**src/rtl/fpu_div_pkg.sv**
```systemverilog
// Shared definitions for the mantissa divider datapath: default widths and FSM state encoding.
package fpu_div_pkg;

  localparam int unsigned MANT_W_DEF = 24;
  localparam int unsigned QBITS_DEF  = MANT_W_DEF + 2;
  localparam int unsigned CNT_W_DEF  = $clog2(QBITS_DEF);

  typedef enum logic [1:0] {
    StIdle,
    StIter,
    StDone
  } div_state_e;

endpackage

```
**src/rtl/div_step.sv**
```systemverilog
// One restoring division iteration: compare, conditionally subtract, shift left by one.
module div_step #(
  parameter int unsigned W = 24
) (
  input  logic [W:0]   rem_i,
  input  logic [W-1:0] div_i,
  output logic         qbit_o,
  output logic [W:0]   rem_o
);

  logic [W+1:0] diff;

  // R < 2D always holds, so R - D < D and the shifted result fits in W+1 bits.
  always_comb begin
    diff   = {1'b0, rem_i} - {2'b00, div_i};
    qbit_o = ~diff[W+1];
    rem_o  = qbit_o ? {diff[W-1:0], 1'b0} : {rem_i[W-1:0], 1'b0};
  end

endmodule

```
**src/rtl/mantissa_divider_seq.sv**
```systemverilog
// Sequential radix-2 restoring mantissa divider, one quotient bit per clock plus sticky.
// Define MANTISSA_DIV_EARLY_TERM_EN to finish as soon as the remainder reaches zero.
module mantissa_divider_seq
  import fpu_div_pkg::*;
#(
  parameter int unsigned MANT_W = MANT_W_DEF,
  parameter int unsigned QBITS  = MANT_W + 2
) (
  input  logic              Clk,
  input  logic              Reset,
  input  logic              Start,
  input  logic [MANT_W-1:0] Dividend,
  input  logic [MANT_W-1:0] Divisor,
  output logic              Busy,
  output logic              Valid,
  output logic [QBITS-1:0]  Quotient,
  output logic              Sticky,
  output logic              DivByZero
);

  localparam int unsigned CntW = $clog2(QBITS);

  div_state_e        state_q;
  logic [MANT_W:0]   rem_q;
  logic [MANT_W-1:0] div_q;
  logic [CntW-1:0]   cnt_q;
  logic [QBITS-1:0]  quot_q;
  logic              busy_q;
  logic              valid_q;
  logic              sticky_q;
  logic              dbz_q;

  logic              qbit;
  logic [MANT_W:0]   rem_nxt;
  logic [QBITS-1:0]  quot_shift;

  div_step #(
    .W(MANT_W)
  ) u_div_step (
    .rem_i  (rem_q),
    .div_i  (div_q),
    .qbit_o (qbit),
    .rem_o  (rem_nxt)
  );

  assign quot_shift = {quot_q[QBITS-2:0], qbit};

  always_ff @(posedge Clk) begin
    if (Reset) begin
      state_q  <= StIdle;
      rem_q    <= '0;
      div_q    <= '0;
      cnt_q    <= '0;
      quot_q   <= '0;
      busy_q   <= 1'b0;
      valid_q  <= 1'b0;
      sticky_q <= 1'b0;
      dbz_q    <= 1'b0;
    end else begin
      valid_q <= 1'b0;
      case (state_q)
        StIdle: begin
          if (Start) begin
            if (Divisor == '0) begin
              state_q  <= StDone;
              valid_q  <= 1'b1;
              dbz_q    <= 1'b1;
              quot_q   <= '1;
              sticky_q <= 1'b0;
            end else begin
              state_q  <= StIter;
              busy_q   <= 1'b1;
              rem_q    <= {1'b0, Dividend};
              div_q    <= Divisor;
              cnt_q    <= CntW'(QBITS - 1);
              quot_q   <= '0;
              dbz_q    <= 1'b0;
              sticky_q <= 1'b0;
            end
          end
        end
        StIter: begin
          rem_q  <= rem_nxt;
          quot_q <= quot_shift;
          cnt_q  <= cnt_q - CntW'(1);
`ifdef MANTISSA_DIV_EARLY_TERM_EN
          // Zero remainder: every remaining quotient bit is zero, so align and stop.
          if (rem_nxt == '0) begin
            quot_q   <= quot_shift << cnt_q;
            state_q  <= StDone;
            busy_q   <= 1'b0;
            valid_q  <= 1'b1;
            sticky_q <= 1'b0;
          end else
`endif
          if (cnt_q == '0) begin
            state_q  <= StDone;
            busy_q   <= 1'b0;
            valid_q  <= 1'b1;
            sticky_q <= (rem_nxt != '0);
          end
        end
        StDone: begin
          state_q <= StIdle;
        end
        default: begin
          state_q <= StIdle;
        end
      endcase
    end
  end

  assign Busy      = busy_q;
  assign Valid     = valid_q;
  assign Quotient  = quot_q;
  assign Sticky    = sticky_q;
  assign DivByZero = dbz_q;

endmodule

```
**config.mk**
```make
export PLATFORM = sky130hd
export DESIGN_NAME = mantissa_divider_seq
export DESIGN_NICKNAME = d
export VERILOG_FILES = /design/src/rtl/fpu_div_pkg.sv /design/src/rtl/div_step.sv /design/src/rtl/mantissa_divider_seq.sv
export SDC_FILE = /design/constraint.sdc
export NUM_CORES = 1
export LEC_CHECK = 0
export BUFFER_PORTS_ARGS = -buffer_cell sky130_fd_sc_hd__buf_2
export CAP_MARGIN = 20
export CORE_MARGIN = 2
export CORE_UTILIZATION = 50
export CTS_CLUSTER_SIZE = 16
export DETAILED_ROUTE_END_ITERATION = 6
export PLACE_DENSITY = 0.72
export SLEW_MARGIN = 10
export SYNTH_ARGS = -nofsm -noshare
export SYNTH_HDL_FRONTEND = slang
export SYNTH_SLANG_ARGS = --single-unit
```
**constraint.sdc**
```tcl
create_clock -name Clk -period 7.4 [get_ports Clk]
set_input_delay 1.48 -clock Clk [delete_from_list [all_inputs] [get_ports Clk]]
set_output_delay 1.48 -clock Clk [all_outputs]
set_load 0.01 [all_outputs]
```
==> impl_metrics.py, run 1 <==
metrics = {
    "routing": {
        "wl_per_cell_um": 16.9,
        "drt-vias-per-instance": 5.97,
        "wl_um": 14700,
        "remaining_drc_errors": 0,
        "firstDrtPassIters": 5,
        "antenna_left": 0,
        "drt-initial-drc-count": 309,
        "via_count": 5174,
    },
    "grt": {
        "grt_pass1_wl_um": 23900,
        "overflow": 0,
        "grt_busiest_layer": "met2",
        "grt_max_degree": 87,
        "grtUsageMet1_pct": 36.1,
        "gr-usage-all-layers_pct": 26.2,
        "grtUsageMet2_pct": 41.3,
        "antenna_found_initial": 0,
        "grt_pass1_vias": 4901,
        "met3_usage_pct": 5.13,
    },
    "place": {
        "dp_hpwl_um": 10700,
        "dp.cells": 850,
        "port_buffers": 80,
        "routabilityCongestion": 0.913,
    },
    "timing": {
        "post-route-min-period_ns": 3.86,
        "period_share_pct": 52.1,
        "max_slew_margin_pct": 27.6,
        "fin_skew_ns": 0.0118,
        "rsz0062_at_grt": "false",
        "fin_tns_setup_ns": 0,
        "hold_viol": 0,
        "worst_slew_pin_slew_ns": 1.09,
        "maxSlewViolCount": 0,
        "setup_viol": 0,
        "max_freq_mhz": 259,
    },
    "layout": {
        "utilization_pct": 57.1,
        "fin_cells": 866,
        "drive_gt1_share_pct": 15.8,
        "syn2layout_area_growth_pct": 12.0,
        "nFillCells": 986,
        "final_common_cell": "a21oi_1",
        "fin_nets": 803,
        "final_cell_mix": "a21oi_1 (98), nand2_1 (94), dfxtp_1 (86)",
        "n_antenna_cell": 0,
    },
    "logic_synthesis": {
        "synthesis.nets": 753,
        "async_flop_share_pct": 0,
        "syn_area_um2": 5190,
        "synth_cell_types": 70,
        "ys_seq_elements": 86,
        "synth-edff-count": 0,
        "yosys_most_used_dff": "dfxtp_1",
        "ys_seq_area_share_pct": 33.2,
        "synth_cells": 675,
        "avgSynthCellArea_um2": 7.69,
        "yosys_warnings": 0,
    },
    "critical_path": {
        "cp.required_ns": 7.63,
        "startpoint_type": "flop",
        "crit_fanout": 4,
        "critPathKind": "reg2reg",
        "crit_arrival_ns": 4.09,
        "endpoint_kind": "flop",
    },
    "floorplanning": {
        "placementRows": 37,
        "die_h_um": 106,
        "core_um2": 10200,
        "start_util_pct": 51.0,
        "io_pins": 81,
        "dieArea_um2": 11200,
        "die_x_um": 106,
    },
    "min_path": {
        "hold_path.class": "reg2reg",
    },
    "clock_network": {
        "clockBufferDepth": 2,
        "postCtsHoldBufs": 0,
        "clk_pin_slew_ns": 0.09,
        "post_cts_resized": 0,
        "cts_tree": "built",
        "cts-buffers-inserted": 9,
        "htree_levels": 3,
        "cts_root_buf": "clkbuf_8",
        "clk_latency_ns": 0.36,
        "postCtsSetupBuffers": 0,
        "cts_sinks": 86,
    },
    "power_and_ir_drop": {
        "fin_total_pwr_mw": 1.63,
        "p_int_mw": 0.953,
        "sw_frac_of_total_pct": 41.5,
        "p_sw_mw": 0.675,
        "clkPwrFrac_pct": 21.0,
        "p_leak_nw": 2.36,
        "combPwrFrac_pct": 46.4,
        "powerDensity_nw_per_um2": 280,
        "p_seq_share_pct": 32.6,
        "peakVddDrop_uv": 149,
    },
    "flow_run": {
        "maxCapViolCount": 0,
    },
    "run_status": {
        "outcome": "finished clean",
    },
}
-- stage by stage --
stage | area [um2] | hold slack, ns | setup WS [ns]
floorplan | 5190 | 0.436 | 4.16
global placement | 5610 | 0.444 | 3.49
detailed placement | 5610 | 0.448 | 3.38
CTS | 5810 | 0.461 | 3.66
global route | 5810 | 0.486 | 3.51
finish | 5810 | 0.458 | 3.54
-- cell usage after synthesis (3+ instances only) --
| cell | number | area, um2 |
|---|---|---|
| a21o_1 | 9 | 67.6 |
| o21ai_0 | 10 | 50.1 |
| nor3_1 | 9 | 45.0 |
| mux2i_1 | 13 | 130 |
| nor2_1 | 63 | 236 |
| o211ai_1 | 6 | 45.0 |
| dfxtp_1 | 86 | 1720 |
| xor2_1 | 9 | 78.8 |
| a211oi_1 | 18 | 135 |
| and2_1 | 4 | 25.0 |
| a311oi_1 | 4 | 35.0 |
| buf_2 | 7 | 35.0 |
| inv_1 | 34 | 128 |
| a22oi_1 | 27 | 203 |
| a2111oi_0 | 3 | 26.3 |
| nor4_1 | 15 | 93.8 |
| nor2b_1 | 3 | 18.8 |
| nand2_1 | 94 | 353 |
| nand3_1 | 5 | 25.0 |
| and3_1 | 4 | 25.0 |
| a21oi_1 | 98 | 490 |
| a31oi_1 | 6 | 37.5 |
| o21a_1 | 3 | 22.5 |
| o21ai_1 | 11 | 55.1 |
| o21bai_1 | 3 | 22.5 |
| ha_1 | 26 | 325 |
| xnor2_1 | 14 | 123 |
| o31a_1 | 5 | 43.8 |
| clkbuf_1 | 34 | 128 |
| nand4_1 | 3 | 18.8 |
-- power groups by stage --
stage          combinational (mW)  sequential, mW  clock, mW
2_1_floorplan               0.589           0.532          0
3_3_place_gp                0.719           0.539          0
3_5_place_dp                0.732           0.541          0
4_1_cts                     0.738           0.530      0.347
5_1_grt                     0.817           0.536      0.367
6_report                    0.755           0.531      0.343
-- routing by layer --
layer	part of all wire, %	wire (um)
met1	45	6620
met2	45	6670
met3	7.6	1120
met4	1.7	255
met5	0	0
-- logic make-up after synthesis --
group / after synthesis / synth area share (%)
compound gates: 227 / 28.3
simple gates: 219 / 19.2
flops: 86 / 33.2
buf+inv: 80 / 6.34
fa+ha+maj: 27 / 6.65
xor+xnor: 23 / 3.88
mux: 13 / 2.51
-- final timing paths --
path,start,slack (ns),end,cells past startpoint
worst max-delay path,rem_q[0],3.54,Sticky,13
worst min-delay path,div_q[16],0.46,div_q[16],2
worst max register to register,rem_q[0],3.54,Sticky,13
worst min register to register,div_q[16],0.46,div_q[16],2
-- registers in the layout (all words and copies together) (netlist names) --
signal and count:
cnt_q 5, state_q 2, div_q 24, DivByZero 1, rem_q 25, Busy 1, Sticky 1, Valid 1
Quotient 26
-- critical path: stages (launching register included) --
cell and delay [ns]:
dfxtp_1 0.37, inv_1 0.08, ha_1 0.16, inv_1 0.05
fa_1 0.41, a21oi_1 0.41, o211ai_1 0.16, o211a_2 0.20
a2111oi_0 0.81, o41ai_1 0.23, xnor2_1 0.19, o21ai_1 0.11
nor4b_1 0.41, a31oi_1 0.14
-- cell type report --
cell class	instances	area [um2]	area share (%)
clock buffers	9	124	2.13
clock inverters	7	80.1	1.38
inverters	35	131	2.26
multi-input cells	509	3150	54.3
flip-flops and latches	86	1720	29.6
well taps	136	170	2.93
repair buffers	84	430	7.41
Note: power is estimated with default switching activity, not from simulation.
==> inputs of run 2 (changes only) <==
clock period = 3.74 ns   (was 7.4 ns; I/O delays follow)
==> run 2 against run 1 <==
  * Utilization rose by 0.43 points
  * Via count fell by 0.21%
  * Global-route usage rose by 1.7 points
  * Worst setup slack got worse by 3.3 ns
  * Sequential cell count did not move
  * Total power rose by 99%
  * Critical path depth did not move
  * Sequential power rose by 98%
  * Clock skew fell by 0.0019 ns
  * Critical endpoint unchanged
  * Highest routed layer unchanged
==> impl_metrics.py, run 2 (same netlist as run 1, synthesis figures left out) <==
metrics = {
    "run_status": {
        "outcome": "finished clean",
    },
    "routing": {
        "via_count": 5163,
        "wl_um": 15300,
        "firstDrtPassIters": 5,
        "wl_per_cell_um": 17.5,
        "drt-initial-drc-count": 342,
        "drt-vias-per-instance": 5.92,
        "antenna_left": 0,
        "remaining_drc_errors": 0,
    },
    "floorplanning": {
        "placementRows": 37,
        "start_util_pct": 51.0,
        "dieArea_um2": 11200,
        "die_x_um": 106,
        "die_h_um": 106,
        "core_um2": 10200,
        "io_pins": 81,
    },
    "timing": {
        "fin_skew_ns": 0.00985,
        "fin_tns_setup_ns": 0,
        "max_slew_margin_pct": 27.9,
        "period_share_pct": 94.3,
        "post-route-min-period_ns": 3.53,
        "worst_slew_pin_slew_ns": 1.08,
        "max_freq_mhz": 284,
        "setup_viol": 0,
        "hold_viol": 0,
        "rsz0062_at_grt": "false",
        "maxSlewViolCount": 0,
    },
    "power_and_ir_drop": {
        "powerDensity_nw_per_um2": 552,
        "p_leak_nw": 2.39,
        "peakVddDrop_uv": 263,
    },
    "layout": {
        "fin_nets": 809,
        "n_antenna_cell": 0,
        "drive_gt1_share_pct": 16.7,
        "nFillCells": 1024,
        "syn2layout_area_growth_pct": 12.8,
        "utilization_pct": 57.5,
        "final_cell_mix": "a21oi_1 (98), nand2_1 (94), dfxtp_1 (86)",
        "final_common_cell": "a21oi_1",
        "largest_register_ffs": 26,
    },
    "place": {
        "routabilityCongestion": 0.968,
        "port_buffers": 80,
        "dp_hpwl_um": 11300,
    },
    "critical_path": {
        "worstSetupStartpoint": "rem_q[0]",
        "endpoint_kind": "flop",
        "crit_fanout": 4,
        "startpoint_type": "flop",
        "cp.required_ns": 3.99,
        "crit_arrival_ns": 3.77,
        "r2r-end": "Sticky",
        "rrSetupSlack_ns": 0.21,
        "r2r_cells": 13,
        "critPathKind": "reg2reg",
        "rr_startpoint": "rem_q[0]",
    },
    "flow_run": {
        "maxCapViolCount": 0,
    },
    "grt": {
        "gr-usage-all-layers_pct": 27.9,
        "overflow": 0,
        "grt_pass1_wl_um": 24700,
        "antenna_found_initial": 0,
        "grt_max_degree": 63,
        "grt_pass1_vias": 4814,
    },
    "min_path": {
        "min_to": "div_q[5]",
        "min_path_cells": 2,
        "hp-start": "div_q[5]",
        "hold_path.class": "reg2reg",
    },
    "clock_network": {
        "cts_root_buf": "clkbuf_8",
        "clockBufferDepth": 2,
        "cts_tree": "built",
        "cts_sinks": 86,
        "cts-buffers-inserted": 9,
        "clk_pin_slew_ns": 0.10,
        "postCtsSetupBuffers": 0,
        "htree_levels": 3,
        "clk_latency_ns": 0.36,
    },
}
-- run 2: worst max path at each step --
stage / end / slack (ns) / cells past startpoint
after global placement: Sticky / 0.36 / 10
after detailed placement: Sticky / 0.27 / 11
after floorplan: Sticky / 0.98 / 13
after global routing: Sticky / 0.07 / 13
final: Sticky / 0.21 / 13
after CTS: Sticky / 0.27 / 11
-- run 2: metal layers --
metal  part of all wire [%]  vias to the layer above  global-route usage, %
li1                       -                     2531                      -
met2                     44                      196                   42.0
met4                    1.3                        0                   7.89
met1                     46                     2421                   38.7
met5                      0                        -                      0
met3                    9.0                       15                   8.29
-- run 2: worst max-delay path, stage by stage (launching register included) --
cell and delay (ns):
dfxtp_1 0.36, inv_1 0.07, ha_1 0.16, inv_1 0.05
fa_1 0.39, a21oi_1 0.35, o211ai_1 0.15, o211a_2 0.18
a2111oi_0 0.85, nor3_1 0.15, xnor2_1 0.20, o21ai_1 0.10
nor4b_1 0.31, a31oi_1 0.11
-- run 2: through the flow --
step / power (mW) / worst slack, ns / cell area [um2] / hold slack (ns) / cells
floorplan: 2.22 / 0.977 / 5190 / 0.436 / 675
global placement: 2.54 / 0.360 / 5650 / 0.444 / 856
detailed placement: 2.55 / 0.273 / 5650 / 0.450 / 856
CTS: 3.21 / 0.271 / 5850 / 0.463 / 872
global route: 3.45 / 0.0749 / 5850 / 0.486 / 872
finish: 3.23 / 0.214 / 5850 / 0.461 / 872
-- run 2: layout make-up --
type	instances	area [um2]	area share [%]
repair buffers	90	475	8.12
flip-flops and latches	86	1720	29.4
clock inverters	7	72.6	1.24
clock buffers	9	124	2.12
well taps	136	170	2.91
multi-input cells	509	3160	54.0
inverters	35	131	2.24
-- run 2: power by group --
| part | switching (mW) | internal (mW) |
|---|---|---|
| clock | 0.400 | 0.263 |
| sequential | 0.0682 | 0.986 |
| combinational | 0.922 | 0.594 |
-- run 2: repair_timing --
item,CTS,global route
hold buffers,0,0
gates resized for setup,0,2
setup endpoints to repair,0,1
